$ cat config.mk
export PLATFORM = sky130hd
export DESIGN_NAME = hazard_stall_ctrl
export DESIGN_NICKNAME = d
export VERILOG_FILES = /design/src/rtl/hazard_stall_ctrl.sv
export SDC_FILE = /design/constraint.sdc
export NUM_CORES = 1
export LEC_CHECK = 0
export CAP_MARGIN = 25
export CORE_MARGIN = 4
export CORE_UTILIZATION = 50
export DETAILED_ROUTE_END_ITERATION = 8
export HOLD_SLACK_MARGIN = 0.02
export PLACE_DENSITY_LB_ADDON = 0.15
export SETUP_SLACK_MARGIN = 0.5
export SKIP_CTS_REPAIR_TIMING = 1
export SLEW_MARGIN = 25
export SYNTH_ARGS = -nofsm -noshare
export SYNTH_HDL_FRONTEND = slang
export SYNTH_SLANG_ARGS = --single-unit
$ cat constraint.sdc
create_clock -name clk -period 5.9 [get_ports clk]
set_input_delay 0.59 -clock clk [delete_from_list [all_inputs] [get_ports clk]]
set_output_delay 0.59 -clock clk [all_outputs]
set_load 0.03 [all_outputs]
$ cat src/rtl/hazard_stall_ctrl.sv
// Hazard/stall controller for the 5-stage MIPS pipeline: Tuse/Tnew data hazards,
// mult/div busy sequencing, and a saturating stall-cycle counter.
module hazard_stall_ctrl #(
  parameter int MULT_CYCLES = 5,
  parameter int DIV_CYCLES  = 10,
  parameter int CNT_W       = 4
) (
  input  logic        clk,
  input  logic        reset,
  input  logic [4:0]  rs_D,
  input  logic [4:0]  rt_D,
  input  logic [1:0]  tuse_rs_D,
  input  logic [1:0]  tuse_rt_D,
  input  logic        md_use_D,
  input  logic [4:0]  a3_E,
  input  logic [1:0]  tnew_E,
  input  logic        md_start_E,
  input  logic        md_op_E,
  input  logic [4:0]  a3_M,
  input  logic [1:0]  tnew_M,
  output logic        pcenable,
  output logic        d_enable,
  output logic        e_flush,
  output logic        md_busy,
  output logic [31:0] stall_cnt
);

  typedef enum logic {IDLE = 1'b0, BUSY = 1'b1} state_t;

  localparam logic [CNT_W-1:0] MULT_LD = CNT_W'(MULT_CYCLES);
  localparam logic [CNT_W-1:0] DIV_LD  = CNT_W'(DIV_CYCLES);
  localparam logic [CNT_W-1:0] ONE     = CNT_W'(1);

  state_t           state;
  logic [CNT_W-1:0] cnt;
  logic             stall_rs;
  logic             stall_rt;
  logic             stall_md;
  logic             stall;

  // A source operand stalls only if a later-stage producer targets it and the
  // result arrives after the operand is needed; $0 is hardwired and never waits.
  always_comb begin
    stall_rs = (rs_D != 5'd0) &&
               (((rs_D == a3_E) && (tuse_rs_D < tnew_E)) ||
                ((rs_D == a3_M) && (tuse_rs_D < tnew_M)));
    stall_rt = (rt_D != 5'd0) &&
               (((rt_D == a3_E) && (tuse_rt_D < tnew_E)) ||
                ((rt_D == a3_M) && (tuse_rt_D < tnew_M)));
    stall_md = md_use_D && (md_busy || md_start_E);
    stall    = stall_rs | stall_rt | stall_md;
  end

  assign pcenable = ~stall;
  assign d_enable = ~stall;
  assign e_flush  = stall;
  assign md_busy  = (state == BUSY);

  // Busy sequencer: a start while already busy is ignored (no reload).
  always_ff @(posedge clk or negedge reset) begin
    if (!reset) begin
      state <= IDLE;
      cnt   <= '0;
    end else begin
      case (state)
        IDLE: begin
          if (md_start_E) begin
            cnt   <= md_op_E ? DIV_LD : MULT_LD;
            state <= BUSY;
          end
        end
        BUSY: begin
          if (cnt == ONE) begin
            cnt   <= '0;
            state <= IDLE;
          end else begin
            cnt <= cnt - ONE;
          end
        end
        default: begin
          state <= IDLE;
          cnt   <= '0;
        end
      endcase
    end
  end

  always_ff @(posedge clk or negedge reset) begin
    if (!reset) begin
      stall_cnt <= 32'd0;
    end else if (stall && (stall_cnt != 32'hFFFF_FFFF)) begin
      stall_cnt <= stall_cnt + 32'd1;
    end
  end

  // The D-stage md stall should make a start during BUSY impossible.
  md_start_while_busy: assert property (@(posedge clk) disable iff (!reset)
    (md_busy |-> !md_start_E));

endmodule

==> out/results.ini <==
[status]
status=finished clean

[route]
initialDrtViolationCount=100
vias_per_cell=5.42
drc=0
dr.pass1.iters=4
dr_total_vias=1977
ant_nets=0
wl_per_cell_um=14.5
finalWirelength_mm=5.28

[yosys]
synth-main-ff-cell=dfrtp_1
syn_avg_cell_area_um2=10.9
synthTopCellsByArea=dfrtp_1, xor2_1, nor4_2
synth_commonest_cells=xor2_1, dfrtp_1, nand3_1, nor4_2, nand2_1
synth-edff-count=0
syn_inst=229
synth.top_cell.area_share_pct=37.3
synth_nets=269
yosysMostFrequentCell=xor2_1
ys_seq_area_share_pct=37.3
syn_area_um2=2480
synth_top_area_cell=dfrtp_1
synth_cell_types=47
async_flop_share_pct=100
ys_ff_latch=37
yosys_warnings=0

[cts]
clock_latency_ns=0.29
cts-root-buf=clkbuf_8
tritoncts=yes
numCtsBuffers=5
cts.sinks=37
clkTransAtPathRegs_ns=0.08
htree_levels=2
cts_buffer_depth=2

[worst_hold_path]
holdCritPathClass=in2async

[setup_path]
cp.arrival_ns=3.38
cp_max_fo=21
startpoint_type=primary input
required_ns=5.31
worstSetupPathType=in2out
cp-end-kind=output pin

[sta]
period_minus_slack_ns=3.97
setup_tns_ns=0
rsz0062_at_grt=false
fin_skew_ns=0.00946
slew_violations=0
worstMarginPinSlew_ns=0.924
timing.slew.headroom_pct=38.4
finalHoldViolCount=0
fin_crit_sh_pct=67.4
clock.fmax_ghz=0.252
setup_violations=0

[place]
place.gp.congestion=0.795
io_buffers=68
dpl.hpwl_mm=4.11

[floorplanning]
rows=25
dieArea_um2=6160
core_area_um2=4750
die_w_um=78.5
start_util_pct=52.3
io_pins=69
die_h_um=78.5

[pwr]
power_uw=959
clkPwrFrac_pct=19.4
p_comb_share_pct=40.5
p_switching_uw=381
power.internal_uw=578
leakagePower_uw=0.00138
seqPwrFrac_pct=40.0
switching_share_pct=39.7
peakVddDrop_uv=185
power.density_nw_per_um2=291

[finish]
nets=337
synthToLayoutAreaGrowth_pct=32.5
n_antenna_cell=0
final_layout_size_suffix_gt1_share_pct=15.4
fin_util_pct=69.2
fillCellCount=382

[global_route]
antenna_found_initial=0
grt_max_degree=38
grt_pass1_vias=2065
grt_usage_pct=18.6
grt_overflow=0
grt_pass1_wl_mm=9.26

[job]
maxCapViolCount=0

worst paths after layout:
kind,from,to,slack [ns],cells after the start
worst max-delay path,rs_D[1],pcenable,1.93,7
worst min-delay path,reset,stall_cnt[20],0.39,1
worst max register to register,stall_cnt[0],stall_cnt[27],3.04,8
worst min register to register,stall_cnt[4],stall_cnt[4],0.52,1
max in group asynchronous,reset,stall_cnt[5],4.99,1
min in group clk,stall_cnt[4],stall_cnt[4],0.52,1
sequential cells by signal, summed over array words and instances (netlist names):
| register | cells |
|---|---|
| cnt | 4 |
| md_busy | 1 |
| stall_cnt | 32 |
metal layers:
| layer | global-route usage, % | vias to the layer above | routed length (um) |
|---|---|---|---|
| li1 | - | 955 | - |
| met1 | 22.4 | 960 | 2280 |
| met2 | 31.8 | 57 | 2590 |
| met3 | 5.96 | 5 | 356 |
| met4 | 5.07 | 0 | 48 |
| met5 | 0 | - | 0 |
power by group through the flow:
| stage | sequential (uW) | clock (uW) | combinational, uW |
|---|---|---|---|
| finish | 384 | 186 | 389 |
| global route | 398 | 206 | 423 |
| CTS | 384 | 192 | 394 |
| detailed placement | 389 | 0 | 393 |
| global placement | 386 | 0 | 385 |
| floorplan | 450 | 0 | 171 |
stage by stage:
step / std cells / setup slack, ns / hold slack [ns] / instance area [um2]
final: 365 / 1.93 / 0.386 / 3290
after global routing: 365 / 1.76 / 0.451 / 3290
after CTS: 365 / 1.92 / 0.418 / 3290
after detailed placement: 357 / 1.92 / 0.497 / 3200
after global placement: 357 / 1.95 / 0.493 / 3200
after floorplan: 229 / 3.35 / 0.294 / 2480
critical path: stages:
cell             delay (ns)
clkdlybuf4s50_1        0.47
or4_1                  0.54
nor2_1                 0.10
o21ai_1                0.12
nor2_4                 0.54
buf_4                  0.33
clkdlybuf4s50_1        0.70
cell families (layout without fill, tap and decap cells):
kind of cell	after synthesis	in the layout	share of synthesized area (%)
mux	5	5	2.17
fa+ha+maj	7	7	3.52
simple gates	98	98	31.4
compound gates	17	17	4.73
flops	37	37	37.3
xor+xnor	49	49	17.3
buf+inv	16	85	3.68
placed cells by master, fill, tap and decap left out, drive strengths merged, types with 3 or more instances in the layout:
master	count
a211oi	3
a21oi	3
and3	4
clkbuf	6
clkdlybuf4s50	67
dfrtp	37
ha	7
inv	8
mux2	3
nand2	14
nand2b	7
nand3	15
nand4	6
nor2	7
nor3	10
nor4	18
nor4b	5
o21ai	6
or3	3
xnor2	11
xor2	38
area by class of cell:
type                       instances  area [um2]  area share [%]
multi-input combinational        176        1470            44.7
sequential                        37         926            28.1
timing repair buffer              69         683            20.8
tap                               67        83.8            2.55
clock buffer                       6        82.6            2.51
inverter                           8        30.0           0.912
clock inverter                     2        13.8           0.418
Power figures use the tool's default switching activity.
